==> src/rtl/sram_2168_ctl_pkg.sv <==
// Shared types and limits for the 2168 SRAM sequencer/arbiter.
// Optional round-robin arbitration is selected by defining SRAM_CTL_RR_EN.
package sram_2168_ctl_pkg;

    typedef enum logic [1:0] {
        StIdle   = 2'd0,
        StSetup  = 2'd1,
        StAccess = 2'd2,
        StHold   = 2'd3
    } state_e;

    typedef enum logic {
        GntM0 = 1'b0,
        GntM1 = 1'b1
    } gnt_e;

    localparam int unsigned CntW    = 4;
    localparam int unsigned WaitMin = 1;
    localparam int unsigned WaitMax = 15;

    function automatic logic wait_in_range(input int unsigned w);
        return (w >= WaitMin) && (w <= WaitMax);
    endfunction

endpackage

==> src/rtl/sram_2168_ctl_arb2.sv <==
// Two-way grant for the SRAM sequencer: fixed m0 priority, or round-robin on ties
// with a last_grant register when SRAM_CTL_RR_EN is defined.
module sram_arb2
    import sram_2168_ctl_pkg::*;
(
`ifdef SRAM_CTL_RR_EN
    input  logic clk,
    input  logic reset,
    input  logic grant_en,
`endif
    input  logic req0,
    input  logic req1,
    output gnt_e gnt
);

`ifdef SRAM_CTL_RR_EN
    gnt_e last_grant_q;

    always_comb begin
        gnt = GntM0;
        if (req0 && req1) begin
            gnt = (last_grant_q == GntM0) ? GntM1 : GntM0;
        end else if (req1) begin
            gnt = GntM1;
        end
    end

    // Reset to m1 so the first tie after reset goes to m0.
    always_ff @(posedge clk) begin
        if (reset) begin
            last_grant_q <= GntM1;
        end else if (grant_en) begin
            last_grant_q <= gnt;
        end
    end
`else
    always_comb begin
        gnt = (!req0 && req1) ? GntM1 : GntM0;
    end
`endif

endmodule

==> src/rtl/sram_2168_ctl.sv <==
// Sequencer and 2-port arbiter for a ganged 2168 SRAM bank (IDLE/SETUP/ACCESS/HOLD).
// Define SRAM_CTL_RR_EN for round-robin arbitration on simultaneous requests.
module sram_2168_ctl
    import sram_2168_ctl_pkg::*;
#(
    parameter int unsigned ADDR_W  = 12,
    parameter int unsigned DATA_W  = 16,
    parameter int unsigned RD_WAIT = 2,
    parameter int unsigned WR_WAIT = 2
) (
    input  logic              clk,
    input  logic              reset,
    input  logic              m0_req,
    input  logic              m0_we,
    input  logic [ADDR_W-1:0] m0_addr,
    input  logic [DATA_W-1:0] m0_wdata,
    output logic              m0_ack,
    output logic [DATA_W-1:0] m0_rdata,
    input  logic              m1_req,
    input  logic              m1_we,
    input  logic [ADDR_W-1:0] m1_addr,
    input  logic [DATA_W-1:0] m1_wdata,
    output logic              m1_ack,
    output logic [DATA_W-1:0] m1_rdata,
    output logic [ADDR_W-1:0] sram_addr,
    output logic              sram_ce_n,
    output logic              sram_we_n,
    output logic [DATA_W-1:0] sram_dout,
    output logic              sram_doe,
    input  logic [DATA_W-1:0] sram_din
);

    if (!wait_in_range(RD_WAIT) || !wait_in_range(WR_WAIT)) begin : g_bad_wait
        $error("sram_2168_ctl: RD_WAIT/WR_WAIT must be within 1..15");
    end

    state_e              state_q, state_d;
    gnt_e                gnt_q, gnt_d, gnt;
    logic                we_q, we_d;
    logic [CntW-1:0]     cnt_q, cnt_d;
    logic [ADDR_W-1:0]   addr_q, addr_d;
    logic [DATA_W-1:0]   dout_q, dout_d;
    logic                ce_n_q, ce_n_d;
    logic                we_n_q, we_n_d;
    logic                doe_q, doe_d;
    logic                ack0_q, ack0_d, ack1_q, ack1_d;
    logic [DATA_W-1:0]   rdata0_q, rdata0_d, rdata1_q, rdata1_d;
    logic                grant_en;

    sram_arb2 u_arb (
`ifdef SRAM_CTL_RR_EN
        .clk      (clk),
        .reset    (reset),
        .grant_en (grant_en),
`endif
        .req0     (m0_req),
        .req1     (m1_req),
        .gnt      (gnt)
    );

    always_comb begin
        state_d  = state_q;
        gnt_d    = gnt_q;
        we_d     = we_q;
        cnt_d    = cnt_q;
        addr_d   = addr_q;
        dout_d   = dout_q;
        ack0_d   = 1'b0;
        ack1_d   = 1'b0;
        rdata0_d = rdata0_q;
        rdata1_d = rdata1_q;
        grant_en = 1'b0;

        unique case (state_q)
            StIdle: begin
                if (m0_req || m1_req) begin
                    grant_en = 1'b1;
                    gnt_d    = gnt;
                    state_d  = StSetup;
                    if (gnt == GntM1) begin
                        we_d   = m1_we;
                        addr_d = m1_addr;
                        dout_d = m1_wdata;
                    end else begin
                        we_d   = m0_we;
                        addr_d = m0_addr;
                        dout_d = m0_wdata;
                    end
                end
            end
            StSetup: begin
                cnt_d   = we_q ? CntW'(WR_WAIT) : CntW'(RD_WAIT);
                state_d = StAccess;
            end
            StAccess: begin
                if (cnt_q == CntW'(1)) begin
                    state_d = StHold;
                    ack0_d  = (gnt_q == GntM0);
                    ack1_d  = (gnt_q == GntM1);
                    if (!we_q) begin
                        if (gnt_q == GntM1) rdata1_d = sram_din;
                        else                rdata0_d = sram_din;
                    end
                end else begin
                    cnt_d = cnt_q - CntW'(1);
                end
            end
            StHold: begin
                state_d = StIdle;
            end
            default: begin
                state_d = StIdle;
            end
        endcase

        // Pad controls are registered from the next state so they align with it.
        ce_n_d = (state_d == StIdle);
        we_n_d = !((state_d == StAccess) && we_d);
        doe_d  = we_d && (state_d != StIdle);
    end

    always_ff @(posedge clk) begin
        if (reset) begin
            state_q  <= StIdle;
            gnt_q    <= GntM0;
            we_q     <= 1'b0;
            cnt_q    <= '0;
            addr_q   <= '0;
            dout_q   <= '0;
            ce_n_q   <= 1'b1;
            we_n_q   <= 1'b1;
            doe_q    <= 1'b0;
            ack0_q   <= 1'b0;
            ack1_q   <= 1'b0;
            rdata0_q <= '0;
            rdata1_q <= '0;
        end else begin
            state_q  <= state_d;
            gnt_q    <= gnt_d;
            we_q     <= we_d;
            cnt_q    <= cnt_d;
            addr_q   <= addr_d;
            dout_q   <= dout_d;
            ce_n_q   <= ce_n_d;
            we_n_q   <= we_n_d;
            doe_q    <= doe_d;
            ack0_q   <= ack0_d;
            ack1_q   <= ack1_d;
            rdata0_q <= rdata0_d;
            rdata1_q <= rdata1_d;
        end
    end

    assign sram_addr = addr_q;
    assign sram_ce_n = ce_n_q;
    assign sram_we_n = we_n_q;
    assign sram_dout = dout_q;
    assign sram_doe  = doe_q;
    assign m0_ack    = ack0_q;
    assign m1_ack    = ack1_q;
    assign m0_rdata  = rdata0_q;
    assign m1_rdata  = rdata1_q;

endmodule

==> config.mk <==
export PLATFORM = sky130hd
export DESIGN_NAME = sram_2168_ctl
export DESIGN_NICKNAME = d
export VERILOG_FILES = /design/src/rtl/sram_2168_ctl_pkg.sv /design/src/rtl/sram_2168_ctl_arb2.sv /design/src/rtl/sram_2168_ctl.sv
export SDC_FILE = /design/constraint.sdc
export NUM_CORES = 1
export LEC_CHECK = 0
export ABC_AREA = 1
export CAP_MARGIN = 0
export CORE_AREA = 10 10 97 99
export CTS_CLUSTER_SIZE = 20
export DETAILED_ROUTE_END_ITERATION = 7
export DIE_AREA = 0 0 107 109
export HOLD_SLACK_MARGIN = 0.15
export PLACE_DENSITY_LB_ADDON = 0.2
export SETUP_SLACK_MARGIN = 0.5
export SLEW_MARGIN = 30
export SYNTH_ARGS = -nofsm -noshare
export SYNTH_HDL_FRONTEND = slang
export SYNTH_SLANG_ARGS = --single-unit
==> constraint.sdc <==
create_clock -name clk -period 1.5 [get_ports clk]
set_input_delay 0.15 -clock clk [delete_from_list [all_inputs] [get_ports clk]]
set_output_delay 0.15 -clock clk [all_outputs]
set_load 0.05 [all_outputs]
# Word-level counts from Yosys, hierarchy flattened
# Cells that the tools add are included.
dict set report classes {
  n_eq_ne 6
  reduce_logical 15
  bitwise_logic 4
  add_sub_neg 1
  n_mux 11
}
# cell n
set op_table {}
lappend op_table {{two-way mux 16 bit} 1}
lappend op_table {{two-way mux 12 bit} 1}
lappend op_table {{case mux 2 bit (4 select lines)} 1}
lappend op_table {{case mux 4 bit (2 select lines)} 1}
lappend op_table {{AND reduction 4 bit} 2}
lappend op_table {{equality test 2 bit, second input constant} 3}
lappend op_table {{equality test 4 x 1 -> 1 bit, second input constant} 1}
lappend op_table {{logical NOT 2 bit} 2}
lappend op_table {{two-way mux 1 bit} 4}
lappend op_table {{two-way mux 2 bit} 2}
lappend op_table {{two-way mux 4 bit} 1}
lappend op_table {{NOT 1 bit} 4}
lappend op_table {{AND reduction 2 bit} 2}
lappend op_table {{nonzero test 2 bit} 2}
lappend op_table {{subtractor 4 x 1 -> 4 bit, second input constant} 1}
lappend op_table {{logical AND 1 bit} 3}
lappend op_table {{OR reduction 3 bit} 1}
lappend op_table {{equality test 2 x 1 -> 1 bit, second input constant} 1}
lappend op_table {{logical NOT 1 bit} 2}
lappend op_table {{inequality test 2 bit, second input constant} 1}
lappend op_table {{logical OR 1 bit} 1}
dict set report word_totals {
  ff_bits 73
  in_bits 78
  out_inout_bits 65
}

# Depth between registers and ports, before layout
# Gate-level depths: netlist (run 1).
dict set report depth {
  ltp_word 8
  mapped_depth 9
  depth_no_buf 8
}

# Hierarchy
# Synthesis (run 1) repeated with hierarchy kept, for this count alone.
dict set report unflattened {
  hier_cells 439
  area_unflattened_um2 3150.5
}
# mod cells_each instances area_each_um2
set by_module_without_submodules {}
lappend by_module_without_submodules {sram_2168_ctl 437 1 3140.5}
lappend by_module_without_submodules {sram_arb2 2 1 10.0}

# Least setup slack after synthesis (run 1)
# Ideal clock, no wire load.
dict set report synth_timing {
  kind {flip-flop to flip-flop}
  startpoint {register state_q[0]}
  endpoint {register rdata1_q[10] (netlist: m1_rdata[10])}
  setup_time_ns 0.114
  path_slack_ns 0.091
  n_path_buf 1
  path_stages_with_launch 9
  t_required_ns 1.386
  t_arrival_ns 1.295
  cell_sequence {dfxtp_1 -> inv_1 -> ha_1 -> nand2_2 -> nor3_4 -> buf_6 -> nand2_1 -> nand2_1 -> nor2_1}
}
dict set report synth_via {
  elab_chain_len 2
}
# element line_no
set synth_rtl {}
lappend synth_rtl {{start: declaration} sram_2168_ctl.sv:37} ;# state_e state_q, state_d;
lappend synth_rtl {{start signal: assignment} sram_2168_ctl.sv:124} ;# state_q <= StIdle;
lappend synth_rtl {{start signal: assignment} sram_2168_ctl.sv:138} ;# state_q <= state_d;
lappend synth_rtl {{equality test 2 bit} sram_2168_ctl.sv:74} ;# unique case (state_q)
lappend synth_rtl {{AND reduction 4 bit (no line)} --}
lappend synth_rtl {{end signal: assignment} sram_2168_ctl.sv:150} ;# rdata1_q <= rdata1_d;
lappend synth_rtl {{end: declaration} sram_2168_ctl.sv:47} ;# logic [DATA_W-1:0] rdata0_q, rdata0_d, rdata1_q, rdata1_d;
# No other way between the ends.
# A chain may end at the register's enable or synchronous reset.

# Worst setup path after layout (run 1)
dict set report layout_timing {
  startpoint {register state_q[0]}
  endpoint {register rdata0_q[0] (netlist: m0_rdata[0])}
}
dict set report layout_via {
  elab_chain_len 2
}
# element line_no
set layout_rtl {}
lappend layout_rtl {{equality test 2 bit} sram_2168_ctl.sv:74}
lappend layout_rtl {{AND reduction 4 bit (no line)} --}
lappend layout_rtl {{end signal: assignment} sram_2168_ctl.sv:149} ;# rdata0_q <= rdata0_d;
lappend layout_rtl {{end: declaration} sram_2168_ctl.sv:47}
# No other way between the ends.

==> results of run 1 <==
repair_timing:
item,CTS,global route
setup buffers,19,15
gates resized for setup,219,103
gates cloned,6,1
endpoints found under the setup margin,132,135
pin swaps,8,17
cell families after synthesis:
kind of cell,Yosys count
simple gates,169
compound gates,107
flops,73
buf+inv,55
fa+ha+maj,6
xor+xnor,1
path summary, 6_finish.rpt:
check                                   end                      start  slack (ns)
setup reg to reg   m0_rdata[0]$_SDFFE_PP0P_      state_q[0]$_SDFF_PP0_        0.09
hold / removal    sram_addr[0]$_SDFFE_PP0P_                 m1_addr[0]        0.35
setup / recovery   m0_rdata[0]$_SDFFE_PP0P_      state_q[0]$_SDFF_PP0_        0.09
hold reg to reg   m1_rdata[12]$_SDFFE_PP0P_  m1_rdata[12]$_SDFFE_PP0P_        0.49
cell usage in the layout (no fill, tap or decap), types with 2 or more instances in the layout:
cell             netlist  routed
buf_4                  1      27
nand2_2                2       3
nand2_8                0       3
o21ai_1               23      24
inv_4                  1       3
dfxtp_2                0      64
o21ai_2                0      15
clkinvlp_4             0       2
nand2_1               75      69
clkbuf_8               0      11
o21ai_0               23       6
buf_12                 0      10
nor2_2                 3      11
a21oi_4                0      12
clkinv_8               0       2
clkinv_2               0       3
nand4_1                2       2
buf_8                  0      54
a21oi_1               60      23
inv_1                 27      23
nor2_4                 0       3
nand3_2                0       6
inv_2                  5       3
nand2_4                1       5
buf_16                 0       3
nor2_1                74      63
buf_6                  3      19
dfxtp_1               73       7
ha_4                   0       4
dfxtp_4                0       2
a21oi_2                0      25
clkdlybuf4s50_1        0      77
critical path, delay by kind of cell (launching register included):
kind                       cells  cell delay [ns]
buffers and inverters          3             0.29
DFF                            1             0.37
and+or+nand+nor                5             0.44
adders and majority gates      1             0.18
routing by layer:
layer | wire length (um) | up-vias | global-route usage
met5 | 0 | - | 0
met4 | 395 | 0 | 0.0754
met3 | 1300 | 29 | 0.0861
met2 | 6580 | 165 | 0.335
met1 | 4810 | 1679 | 0.201
li1 | - | 1686 | -
state kept, by name, summed over array words and instances (netlist names):
| register | count |
|---|---|
| m1_ack | 1 |
| we_q | 1 |
| m0_rdata | 16 |
| sram_we_n | 1 |
| m0_ack | 1 |
| sram_dout | 16 |
| m1_rdata | 16 |
| sram_addr | 12 |
| gnt_q | 1 |
| state_q | 2 |
| cnt_q | 4 |
| sram_doe | 1 |
| sram_ce_n | 1 |
power by group through the flow:
stage                     registers, mW  logic (mW)  clock network [mW]
after floorplan                    2.96       0.788                   0
after global placement             2.33        2.19                   0
after detailed placement           2.34        2.22                   0
after CTS                          2.40        3.06                1.44
after global routing               2.46        3.73                1.57
final                              2.43        3.58                1.44
stage by stage:
stage / cells / setup TNS (ns) / worst slack (ns) / hold WS, ns
floorplan: 411 / 0 / 0.267 / 0.296
global placement: 644 / 0 / 0.0442 / 0.452
detailed placement: 644 / -0.0242 / -0.0238 / 0.462
CTS: 685 / 0 / 0.185 / 0.343
global route: 701 / 0 / 0.0415 / 0.361
finish: 701 / 0 / 0.0945 / 0.353
final cells by class:
type                    count  area, sq um  area share
repair buffers            191         2310       0.371
multi-input cells         285         1840       0.296
flip-flops and latches     73         1550       0.250
inverters                  33          190      0.0306
clock buffers              11          151      0.0244
well taps                 102          128      0.0206
clock inverters             5         30.0     0.00484
repair inverters            1         16.3     0.00262
==> impl_metrics.yaml, run 1 <==
run_status:
  status: "completed"
route:
  wl_per_cell_um: 18.7
  dr.pass1.iters: 4
  ant_nets: 0
  wirelength_mm: 13.1
  first_iter_violations: 91
  vias: 3559
  vias_per_cell: 5.08
  drc: 0
floorplanning:
  io_pins: 143
  design.core.area_sq_mm: 0.00753
  start_util: 0.401
  die_w_um: 107
  fp.dieH_um: 109
  die-area_sq_mm: 0.0117
  rows: 32
synth:
  synthCells: 411
  synthArstFlopShare: 0
  synth_simple_gate_area_frac: 0.228
  synth_ff_type: "dfxtp_1"
  synth_xor_xnor_area_share: 0.00290
  synth_mux_area_frac: 0
  synth_compound_area_frac: 0.178
  synth_warnings: 0
  synth-edff-count: 0
  yosysSeqAreaShare: 0.485
  synth_fp_nets: 495
  syn_area_per_cell_sq_um: 7.34
  synth_common_cells: "75 x nand2_1, 74 x nor2_1, 73 x dfxtp_1"
  yosys.cell_types.count: 26
  synth_top_family_by_area: "simple AND/OR/NAND/NOR gates"
  synth.most_common_cell: "nand2_1"
  netlist.area_leader.share: 0.485
  syn_area_sq_mm: 0.00302
  netlist_top_cells_area: "dfxtp_1 48%, a21oi_1 10%, nand2_1 9.3%"
  synth.largest_area_cell: "dfxtp_1"
  synthAdderAreaFrac: 0.0249
  ys_ff_latch: 73
grt:
  antenna_found_initial: 0
  grt_max_degree: 33
  gr-total-overflow: 0
  grt_pass1_vias: 3638
  track_usage: 0.193
  grt_pass1_wl_mm: 18.1
timing:
  finalHoldViolCount: 0
  worst_pin_slew_ns: 0.291
  fin_crit_ns: 1.41
  fin_crit_sh: 0.937
  slew_violations: 0
  setup_violations: 0
  relSlewSlack: 0.805
  max_freq_mhz: 711
  rsz0062_at_grt: "yes"
  finClkSkew_ns: 0.0121
final_layout:
  num-fill-cells: 398
  antenna_cells: 0
  nets: 678
  drive_gt1_frac: 0.501
  area_growth_pct: 106
  final_cell_area_sq_mm: 0.00621
  final_util: 0.825
setup_path:
  cpPeakStageDelay_ns: 0.37
  end_kind: "flip-flop"
  crit_type: "reg2reg"
  cp.arrival_ns: 1.63
  r2r_cells: 9
  cp_slowest_cell: "dfxtp_2"
  crit_top_cell: "nor2_1"
  crit_chain: "inv_4 -> ha_4 -> nand2_4 -> nor2_4 -> buf_6 -> nand2_8 -> clkinv_8 -> nor2_1 -> nor2_1"
  startpoint_type: "flip-flop"
  cp.required_ns: 1.73
  crit_fanout: 8
power_and_ir_drop:
  p_leak_nw: 2.56
  finalPower_mw: 7.45
  clock_power_share: 0.193
  combPwrFrac: 0.481
  peakVddDrop_v: 0.000946
  sequentialPowerShare: 0.326
  intPower_mw: 4.57
  p_sw_mw: 2.87
  p_sw_frac: 0.386
  p_per_area_mw_per_mm2: 1200
clock_tree:
  clk_pin_slew_ns: 0.08
  cts_sinks: 73
  numCtsBuffers: 9
  clock_latency_ns: 0.35
  cts-root-buf: "clkbuf_8"
  clockBufferDepth: 2
  hold_buffers: 0
  cts_tree: "yes"
  htreeDepth: 3
flow_run:
  cap_violations: 0
placed_design:
  place_hpwl_mm: 7.15
  portBuffers: 142
  gp_congestion: 0.778
  placed_area_sq_mm: 0.00452
min_path:
  min_path_type: "in2reg"
  worstHoldPathCells: 3
Power figures use the tool's default switching activity.
==> run 2: changes to the inputs <==
Settings changed: CORE_AREA 10 10 97 99 to 8 8 92 94, DIE_AREA 0 0 107 109 to 0 0 100 102.
Clock period 1.5 ns to 1.75 ns, I/O delays scaled along.
==> run 2 against run 1 <==
  * Critical path depth is the same
  * First-iteration DRC count is 18% higher
  * Clock-buffer cell count fell by 2
  * Combinational power down 41%
  * Clock skew decreased by 0.00066 ns
  * Routed wire length decreased by 19%
  * Hold slack better by 0.032 ns
  * Total power decreased by 27%
  * Global-route usage rose by 1.1 points
  * Via count down 6.2%
  * Sequential cell count unchanged
  * Cell count fell by 3.9%
  * Critical path type unchanged
  * Highest routed layer unchanged
==> impl_metrics.yaml, run 2 (synthesis gave the netlist of run 1 again) <==
flow_run:
  cap_violations: 0
timing:
  finClkSkew_ns: 0.0114
  fin_crit_ns: 1.37
  setup_violations: 0
  timing.hold.ws_ns: 0.385
  slew_violations: 0
  finalHoldViolCount: 0
  worst_pin_slew_ns: 0.581
  setup_ws_ns: 0.379
  fin_tns_setup_ns: 0
  max_freq_mhz: 729
  relSlewSlack: 0.612
  rsz0062_at_grt: "yes"
  fin_crit_sh: 0.783
clock_tree:
  clock_latency_ns: 0.35
  numCtsBuffers: 9
  cts_tree: "yes"
  hold_buffers: 0
  clk_pin_slew_ns: 0.09
  htreeDepth: 3
  cts_sinks: 73
  cts-root-buf: "clkbuf_8"
  clockBufferDepth: 2
placed_design:
  gp_congestion: 0.785
  place_ws_ns: 0.137
  portBuffers: 142
  place_hpwl_mm: 6.88
  placed_area_sq_mm: 0.00457
grt:
  grt_max_degree: 36
  grt_pass1_wl_mm: 16.5
  grt_pass1_vias: 3482
  track_usage: 0.204
  antenna_found_initial: 0
  gr-total-overflow: 0
setup_path:
  worst_r2r_startpoint: "state_q[0]$_SDFF_PP0_"
  end_kind: "flip-flop"
  cp.arrival_ns: 1.62
  r2r_cells: 9
  crit_type: "reg2reg"
  cp.required_ns: 2.00
  crit_fanout: 8
  timing.rr.end: "m1_rdata[11]$_SDFFE_PP0P_"
  startpoint_type: "flip-flop"
  reg2reg_setup_slack_ns: 0.38
route:
  dr.pass1.iters: 4
  vias_per_cell: 4.95
  wl_per_cell_um: 15.7
  drc: 0
  first_iter_violations: 107
  ant_nets: 0
  wirelength_mm: 10.6
  vias: 3337
final_layout:
  final_cell_area_sq_mm: 0.00509
  drive_gt1_frac: 0.327
  antenna_cells: 0
  area_growth_pct: 68.7
  nets: 654
  num-fill-cells: 579
  final_common_cell: "clkdlybuf4s50_1"
  layout_common_cells: "77 x clkdlybuf4s50_1, 67 x dfxtp_1, 58 x nor2_1, 57 x buf_2, 56 x nand2_1"
min_path:
  min-delay-start: "m1_wdata[14]"
  min_to: "sram_dout[14]$_SDFFE_PP0P_"
  worstHoldPathCells: 3
  min_path_type: "in2reg"
power_and_ir_drop:
  peakVddDrop_v: 0.000654
  p_per_area_mw_per_mm2: 1070
  p_leak_nw: 2.26
floorplanning:
  fp.dieH_um: 102
  die-area_sq_mm: 0.0102
  io_pins: 143
  rows: 31
  start_util: 0.427
  design.core.area_sq_mm: 0.00706
  die_w_um: 100
run_status:
  status: "completed"
==> run 2: worst max-delay path by stage <==
| stage | endpoint | slack, ns | cells past startpoint | startpoint |
|---|---|---|---|---|
| finish | m1_rdata[11]$_SDFFE_PP0P_ | 0.38 | 9 | state_q[0]$_SDFF_PP0_ |
| global route | m1_rdata[11]$_SDFFE_PP0P_ | 0.29 | 9 | state_q[0]$_SDFF_PP0_ |
| CTS | m0_rdata[14]$_SDFFE_PP0P_ | 0.43 | 9 | state_q[0]$_SDFF_PP0_ |
| detailed placement | sram_dout[2]$_SDFFE_PP0P_ | 0.14 | 7 | m0_req |
| global placement | sram_addr[9]$_SDFFE_PP0P_ | 0.20 | 7 | m0_req |
| floorplan | sram_addr[0]$_SDFFE_PP0P_ | 0.50 | 7 | state_q[0]$_SDFF_PP0_ |
==> run 2: power by group <==
part | switching (mW) | internal (mW)
combinational | 1.32 | 0.797
clock | 0.679 | 0.671
sequential | 0.123 | 1.86
total | 2.13 | 3.33
==> run 2: through the flow <==
step           std cells   util  power, mW
2_1_floorplan        411      -       3.15
3_3_place_gp         638  0.648       3.78
3_5_place_dp         638  0.648       3.81
4_1_cts              671  0.725       5.32
5_1_grt              674  0.720       5.71
6_report             674  0.720       5.45
==> run 2: final cells by class <==
class,instances,area (sq um),area share
clock inverter,7,77.6,0.0153
timing repair inverter,1,16.3,0.00320
tap,99,124,0.0244
sequential,73,1470,0.289
clock buffer,9,124,0.0244
multi-input combinational,285,1640,0.323
timing repair buffer,167,1480,0.291
inverter,33,154,0.0303
==> run 2: repair_timing <==
item	CTS	global route
endpoints found under the setup margin	129	102
gates resized for setup	246	156
buffers inserted	11	1
pin swaps	2	10
cloned	6	2
==> run 2: critical path, stage by stage, from the launching register on <==
cell and delay, ns:
dfxtp_2 0.35, inv_4 0.07, ha_4 0.15, nand2_4 0.06, nor3_4 0.18, buf_6 0.16, buf_16 0.15, nand2_2 0.06
nand2_2 0.06, nor2_1 0.04
==> run 2: routing by layer <==
layer	wire (um)	track usage	vias to the layer above
met3	1130	0.106	18
met1	4140	0.212	1534
met4	161	0.0628	0
met2	5150	0.349	137
met5	0	0	-
li1	-	-	1648
==> run 3: changes to the inputs <==
Settings changed: CORE_AREA 8 8 92 94 to 8 8 100 102, DIE_AREA 0 0 100 102 to 0 0 108 110.
Clock period 1.75 ns to 1.2 ns, I/O delays scaled along.
==> run 3 against run 2 <==
  * The run now ends with setup timing left
  * Sequential cell count is the same
  * Core utilization grew 6.3 points
  * First-iteration DRC count grew 21%
  * Routed wire length grew 18%
  * Hold slack lost 0.063 ns
  * Register-to-register slack lost 0.58 ns
  * Highest routed layer unchanged
==> impl_metrics.yaml, run 3 (synthesis gave the netlist of run 1 again) <==
final_layout:
  layout_common_cells: "77 x clkdlybuf4s50_1, 71 x buf_12, 61 x nand2_1, 60 x nor2_1, 59 x dfxtp_2"
  nets: 695
  area_growth_pct: 120
  antenna_cells: 0
  num-fill-cells: 517
  final_common_cell: "clkdlybuf4s50_1"
  drive_gt1_frac: 0.519
  final_util: 0.784
  final_cell_area_sq_mm: 0.00664
setup_path:
  path_buf_inv: 3
  cp.required_ns: 1.44
  critPathCapture: "m1_rdata[6]$_SDFFE_PP0P_"
  startpoint_type: "flip-flop"
  cpPeakStageDelay_ns: 0.34
  end_kind: "flip-flop"
  worst_r2r_startpoint: "state_q[0]$_SDFF_PP0_"
  timing.rr.end: "m1_rdata[6]$_SDFFE_PP0P_"
  cp_slowest_cell: "dfxtp_2"
  path_depth: 9
  crit_chain: "inv_4 -> ha_4 -> nand2_4 -> nor3_4 -> buf_12 -> clkbuf_16 -> nand2_1 -> nand2_1 -> nor2_1"
  critPathTopFamily: "simple AND/OR/NAND/NOR gates"
  r2r_cells: 9
  crit_top_cell: "nand2_1"
  crit_fanout: 8
  reg2reg_setup_slack_ns: -0.20
  crit_type: "reg2reg"
  crit_start: "state_q[0]$_SDFF_PP0_"
  cp.arrival_ns: 1.64
placed_design:
  placed_area_sq_mm: 0.00543
  portBuffers: 142
  place_hpwl_mm: 7.61
  gp_congestion: 0.779
  place_ws_ns: -0.293
timing:
  rsz0062_at_grt: "yes"
  fin_crit_ns: 1.40
  finalHoldViolCount: 0
  setup_ws_ns: -0.200
  worst_pin_slew_ns: 0.523
  relSlewSlack: 0.651
  fin_crit_sh: 1.17
  max_freq_mhz: 714
  finClkSkew_ns: 0.0112
  slew_violations: 0
  setup_violations: 66
clock_tree:
  cts_tree: "yes"
  cts_sinks: 73
  clock_latency_ns: 0.34
  htreeDepth: 3
  clk_pin_slew_ns: 0.08
  clockBufferDepth: 2
  hold_buffers: 0
  numCtsBuffers: 9
  cts-root-buf: "clkbuf_8"
min_path:
  min_path_type: "in2reg"
  min-delay-start: "m1_addr[11]"
power_and_ir_drop:
  p_leak_nw: 2.73
  peakVddDrop_v: 0.000880
  p_per_area_mw_per_mm2: 1490
route:
  ant_nets: 0
  vias_per_cell: 4.92
  vias: 3564
  drc: 0
  wl_per_cell_um: 17.2
  first_iter_violations: 129
  dr.pass1.iters: 4
  wirelength_mm: 12.5
floorplanning:
  fp.dieH_um: 110
  design.core.area_sq_mm: 0.00847
  rows: 34
  start_util: 0.356
  die-area_sq_mm: 0.0119
  io_pins: 143
  die_w_um: 108
grt:
  track_usage: 0.189
  antenna_found_initial: 0
  gr-total-overflow: 0
  grt_max_degree: 33
  grt_pass1_vias: 3639
  grt_pass1_wl_mm: 17.7
run_status:
  violations: "setup timing"
  status: "complete, but fails checks"
flow_run:
  cap_violations: 0
==> run 3: power breakdown <==
part	internal (mW)	leakage (nW)	total [mW]	switching [mW]
sequential	2.77	0.626	3.08	0.309
combinational	2.24	1.99	4.62	2.38
clock	1.24	0.113	2.20	0.963
total	6.24	2.73	9.89	3.65
==> run 3: worst min-delay path by stage <==
stage | depth (start not counted) | slack [ns] | end
2_1_floorplan | 2 | 0.26 | sram_addr[10]$_SDFFE_PP0P_
3_3_place_gp | 1 | 0.42 | m0_ack$_SDFF_PP0_
3_5_place_dp | 1 | 0.42 | m0_ack$_SDFF_PP0_
4_1_cts | 3 | 0.31 | sram_addr[3]$_SDFFE_PP0P_
5_1_grt | 3 | 0.33 | sram_addr[11]$_SDFFE_PP0P_
6_report | 3 | 0.32 | sram_addr[11]$_SDFFE_PP0P_
==> run 3: stage by stage <==
stage	instances	hold WS (ns)	TNS, ns	power [mW]
final	724	0.322	-9.19	9.89
after CTS	702	0.309	-2.50	9.49
after global routing	724	0.326	-13.30	10.3
after detailed placement	657	0.421	-10.69	6.42
after global placement	657	0.424	-9.59	6.38
after floorplan	411	0.258	-0.453	4.74
==> run 3: cell type report <==
class,count,area [sq um],area share
timing repair buffer,205,2700,0.407
multi-input combinational,285,1770,0.267
sequential,73,1570,0.236
inverter,33,174,0.0262
clock buffer,10,138,0.0207
tap,108,135,0.0204
clock inverter,6,90.1,0.0136
timing repair inverter,4,60.1,0.00905
==> run 3: what timing repair did <==
item	in CTS	in global routing
resized for setup	99	52
endpoints found under the setup margin	138	138
buffers inserted	25	16
pin swaps	9	15
cloned	4	6
==> run 3: metal layers <==
metal,share of wire,global-route usage
met1,0.37,0.202
met4,0.016,0.0575
met5,0,0
met2,0.51,0.327
met3,0.099,0.0837
==> run 3: tightest hold or removal path: stages <==
cell and delay [ns]:
clkdlybuf4s50_1 0.39, nand2_1 0.06, a21oi_1 0.05
